`src/rtl/sample_source.sv`:
```
// sample_source: burst sample generator with valid/ready handshake.
// Optional build macro SAMPLE_SOURCE_LFSR_EN: when defined, sample_data comes
// from a 16-bit Fibonacci LFSR (taps 16,14,13,11, seed 16'hACE1); otherwise
// sample_data is the zero-extended sample index and no LFSR logic exists.
//
// state | meaning
// IDLE  | waiting for start, index held at 0
// SEND  | sample offered, waiting for sample_ready
// GAP   | idle cycles after an accepted sample
// DONE  | one-cycle burst_done pulse, then back to IDLE
module sample_source #(
    parameter int CNT_WIDTH = 10,
    parameter int BURST_LEN = 1000,
    parameter int GAP_CYC   = 2
) (
    input  logic                 clk,
    input  logic                 reset,
    input  logic                 start,
    input  logic                 abort,
    input  logic                 sample_ready,
    output logic                 sample_valid,
    output logic [15:0]          sample_data,
    output logic [CNT_WIDTH-1:0] sample_idx,
    output logic                 busy,
    output logic                 burst_done
);

    typedef enum logic [1:0] {
        IDLE = 2'd0,
        SEND = 2'd1,
        GAP  = 2'd2,
        DONE = 2'd3
    } state_t;

    localparam logic [CNT_WIDTH-1:0] LAST_IDX = CNT_WIDTH'(BURST_LEN - 1);
    // Gap timer counts down to zero; loading GAP_CYC-1 gives exactly GAP_CYC
    // cycles in GAP.
    localparam logic [7:0] GAP_LOAD = (GAP_CYC > 0) ? 8'(GAP_CYC - 1) : 8'd0;

    state_t     state;
    state_t     state_next;
    logic [7:0] gap_cnt;
    logic       transfer;

    assign transfer = (state == SEND) && sample_ready;

    // State register.
    always_ff @(posedge clk) begin
        if (reset) begin
            state <= IDLE;
        end else begin
            state <= state_next;
        end
    end

    // Next-state decode and Moore outputs.
    always_comb begin
        state_next   = state;
        sample_valid = 1'b0;
        busy         = 1'b1;
        burst_done   = 1'b0;
        case (state)
            IDLE: begin
                busy = 1'b0;
                if (start) begin
                    state_next = SEND;
                end
            end
            SEND: begin
                sample_valid = 1'b1;
                if (abort) begin
                    state_next = IDLE;
                end else if (transfer) begin
                    if (sample_idx == LAST_IDX) begin
                        state_next = DONE;
                    end else if (GAP_CYC > 0) begin
                        state_next = GAP;
                    end else begin
                        state_next = SEND;
                    end
                end
            end
            GAP: begin
                if (abort) begin
                    state_next = IDLE;
                end else if (gap_cnt == 8'd0) begin
                    state_next = SEND;
                end
            end
            DONE: begin
                burst_done = 1'b1;
                state_next = IDLE;
            end
            default: begin
                state_next = IDLE;
            end
        endcase
    end

    // Sample index: cleared whenever the burst ends, advanced on each transfer.
    always_ff @(posedge clk) begin
        if (reset) begin
            sample_idx <= '0;
        end else if ((state_next == IDLE) || (state_next == DONE)) begin
            sample_idx <= '0;
        end else if (transfer) begin
            sample_idx <= sample_idx + 1'b1;
        end
    end

    // Gap down-counter, loaded on every transfer and run while in GAP.
    always_ff @(posedge clk) begin
        if (reset) begin
            gap_cnt <= 8'd0;
        end else if (transfer) begin
            gap_cnt <= GAP_LOAD;
        end else if ((state == GAP) && (gap_cnt != 8'd0)) begin
            gap_cnt <= gap_cnt - 8'd1;
        end
    end

`ifdef SAMPLE_SOURCE_LFSR_EN
    localparam logic [15:0] LFSR_SEED = 16'hACE1;

    logic [15:0] lfsr;

    // LFSR: reseeded at every burst start so each burst repeats the sequence,
    // stepped once per accepted sample.
    always_ff @(posedge clk) begin
        if (reset) begin
            lfsr <= LFSR_SEED;
        end else if ((state == IDLE) && (state_next == SEND)) begin
            lfsr <= LFSR_SEED;
        end else if (transfer) begin
            lfsr <= {lfsr[0] ^ lfsr[2] ^ lfsr[3] ^ lfsr[5], lfsr[15:1]};
        end
    end

    assign sample_data = lfsr;
`else
    assign sample_data = 16'(sample_idx);
`endif

endmodule

```
`config.mk`:
```
export PLATFORM = sky130hd
export DESIGN_NAME = sample_source
export DESIGN_NICKNAME = d
export VERILOG_FILES = /design/src/rtl/sample_source.sv
export SDC_FILE = /design/constraint.sdc
export NUM_CORES = 1
export LEC_CHECK = 0
export CORE_MARGIN = 2
export CORE_UTILIZATION = 40
export DETAILED_ROUTE_END_ITERATION = 10
export GPL_ROUTABILITY_DRIVEN = 0
export GPL_TIMING_DRIVEN = 0
export PLACE_DENSITY = 0.7
export SYNTH_ARGS = -nofsm -noshare
export SYNTH_HDL_FRONTEND = slang
export SYNTH_SLANG_ARGS = --single-unit
```
`constraint.sdc`:
```
create_clock -name clk -period 6.15 [get_ports clk]
set_clock_uncertainty 0.15 [all_clocks]
set_input_delay 1.23 -clock clk [delete_from_list [all_inputs] [get_ports clk]]
set_output_delay 1.23 -clock clk [all_outputs]
set_load 0.005 [all_outputs]
```
==> metrics <==
NumNets Final 174; VDD IR max 0.09335 mV; CP cell instances clkdlybuf4s50_1 -> o21ai_0 -> a31oi_1 -> o32ai_4 -> mux2i_2 -> nor2_1; share of cells above drive strength 1 0.1707; Psw 0.05656 mW; Worst Setup SP abort; Worst-Margin Slew 538.2 ps; critical path capture point type flop; WL per Instance 11.65 um; I/O pin cnt 34; top achievable clock speed 334.8 MHz; first-pass GRT wire length 3795 um; worst-skew pair later-pin latency 290 ps; crit path to sample_idx[3]$_SDFFE_PP0P_; sw frac 0.2483; maxcap violations 0; die area 3272 um2; synth-to-layout area growth 30.94%; Reg2Reg Setup Slack 3770 ps; floorplan core area 2734 um2; worst slack at placement 2849 ps; Seq pwr share 0.591; Synth area leaders dfxtp_1 35%, buf_4 11%, nor2_1 7.3%; # DRC 0; Crit Path Max Fanout 10; chip height 57.21 um; r2r endpoint sample_idx[3]$_SDFFE_PP0P_; Diodes inserted 0; CTS max path bufs 2; Critical Path AT 3010 ps; crit path max-delay cell type clkdlybuf4s50_1; GRT Residual Overflow 0; Post-Route Utilization 0.5423; Synth async-reset ratio 0; Setup TNS 0 ps; Antenna Nets Post-Route 0; Clk network pwr share 0.268; CTS H-tree lvls 1; Initial Util 0.4142; yosys warns 0; fin cells 195; Vias 936; PD cells 153.7 nW/um2; CTS Root Cell clkbuf_4; # resized after CTS 0; Final period util 0.4856; Clock transition at path regs 110 ps; fin worst setup slack 3164 ps; Avg Synthesized Cell Area 8.778 um2; HP Class flop to flop; PortBufs 27; status finished clean; Main synth FF type dfxtp_1; GRT Util Overall 0.1443; Leak 0.5780 nW; placed cell area 1460 um2; slowest stage delay, CP 610 ps; Unique masters post-synth 36; Setup Viol. Count Final 0; Total Power 0.2278 mW; CTS tree yes; Max-Slew Margin vs Limit 0.6341; count leader, synth nor2_1; FF-to-FF path depth 7; cell row count 19; largest net degree at the start of global routing 11; placed cell count 192; Filler Cell Count 249; vias in the first global route 861; combinational group share of total power 0.141; Final Max Tran Viols 0; post-layout minimum cycle time 2986 ps; Post-synth top cells 22 x nor2_1, 20 x dfxtp_1, 16 x buf_4; CTS hold repair buffers 0; die width 57.21 um; Hold Slack 385.1 ps; drt total wl 2272 um; Post-DP HPWL 1761 um; Seq cells post-synth 20; hold violation count in the final report 0; share of the synthesized area in the top cell type 0.3536; sequential area share after synthesis 0.3536; setup bufs post-CTS 0; area leader, netlist dfxtp_1; TritonCTS buffer count 3; critical path data required time 6170 ps; cell area after synthesis 1132 um2; TritonRoute pass-1 iters 2; Iter 0 DRT Violations 9; CTS Sinks 20; Worst setup SP type input pin; antenna violations before repair 0; Int Power 0.1713 mW; Crit Path Class input pin to flop; worst reg2reg startpoint gap_cnt[0]$_SDFFE_PP0P_; min-delay src sample_idx[1]$_SDFFE_PP0P_; DR vias/cell 4.800; RSZ-0062 raised after global routing false; Post-synth EDFFs 0; Final Instance Area 1483 um2; synthesized instance count 129
-- layout make-up --
cell class | instances | area [um2] | share of cell area
inverter | 4 | 15.01 | 0.01013
tap | 31 | 38.79 | 0.02616
clock buffer | 3 | 22.52 | 0.01519
timing repair buffer | 27 | 270.3 | 0.1823
sequential | 20 | 400.4 | 0.2700
multi-input combinational | 93 | 610.6 | 0.4118
buffer | 17 | 125.1 | 0.08439
-- sequential cells by signal, summed over array words and instances (netlist names) --
signal / flops
sample_idx: 10
gap_cnt: 8
state: 2
-- power by group through the flow --
stage,clock (mW),combinational (mW),sequential [mW]
finish,0.0610,0.0322,0.135
global route,0.0682,0.0355,0.135
CTS,0.0618,0.0322,0.135
detailed placement,0,0.0321,0.138
global placement,0,0.0315,0.137
floorplan,0,0.0210,0.137
-- worst max-delay path, delay by kind of cell --
kind | cells | cell delay, ps
muxes | 1 | 490
buffers and inverters | 1 | 610
AOI/OAI and AO/OA | 3 | 560
and+or+nand+nor | 1 | 120
-- how the worst min path moves through the flow --
stage,to,slack [ps],cells past startpoint
floorplan,gap_cnt[1]$_SDFFE_PP0P_,330,2
global placement,gap_cnt[1]$_SDFFE_PP0P_,340,2
detailed placement,sample_idx[1]$_SDFFE_PP0P_,370,2
CTS,sample_idx[1]$_SDFFE_PP0P_,390,2
global route,sample_idx[1]$_SDFFE_PP0P_,410,2
finish,sample_idx[1]$_SDFFE_PP0P_,390,2
-- kinds of logic after synthesis --
family                     count (synthesis)  synth area share
muxes                                      1           0.01215
other                                      1          0.003312
adders and majority gates                  3           0.03315
and+or+nand+nor                           57            0.2730
DFF                                       20            0.3536
AOI/OAI and AO/OA                         10           0.07734
buffers and inverters                     21            0.1238
xor gates and xnor gates                  16            0.1238
-- per-layer routing --
layer / vias to the layer above / global-route usage / wire length, um
met5: - / 0 / 0
met4: 0 / 0.01993 / 7
met3: 2 / 0.04535 / 112
met2: 19 / 0.2479 / 1126
met1: 435 / 0.1825 / 1025
li1: 480 / - / -
-- cell usage in the layout (no fill, tap or decap), types with 2 or more instances in the layout --
| cell | n |
|---|---|
| clkdlybuf4s50_1 | 27 |
| nor2_1 | 22 |
| dfxtp_1 | 20 |
| buf_4 | 16 |
| xnor2_1 | 9 |
| nand2_1 | 8 |
| xor2_1 | 7 |
| nor3_1 | 6 |
| conb_1 | 6 |
| inv_1 | 4 |
| nand3_1 | 4 |
| a21oi_1 | 3 |
| ha_1 | 3 |
| clkbuf_4 | 3 |
| nand2b_1 | 2 |
| a211oi_1 | 2 |
Power figures use the tool's default switching activity.
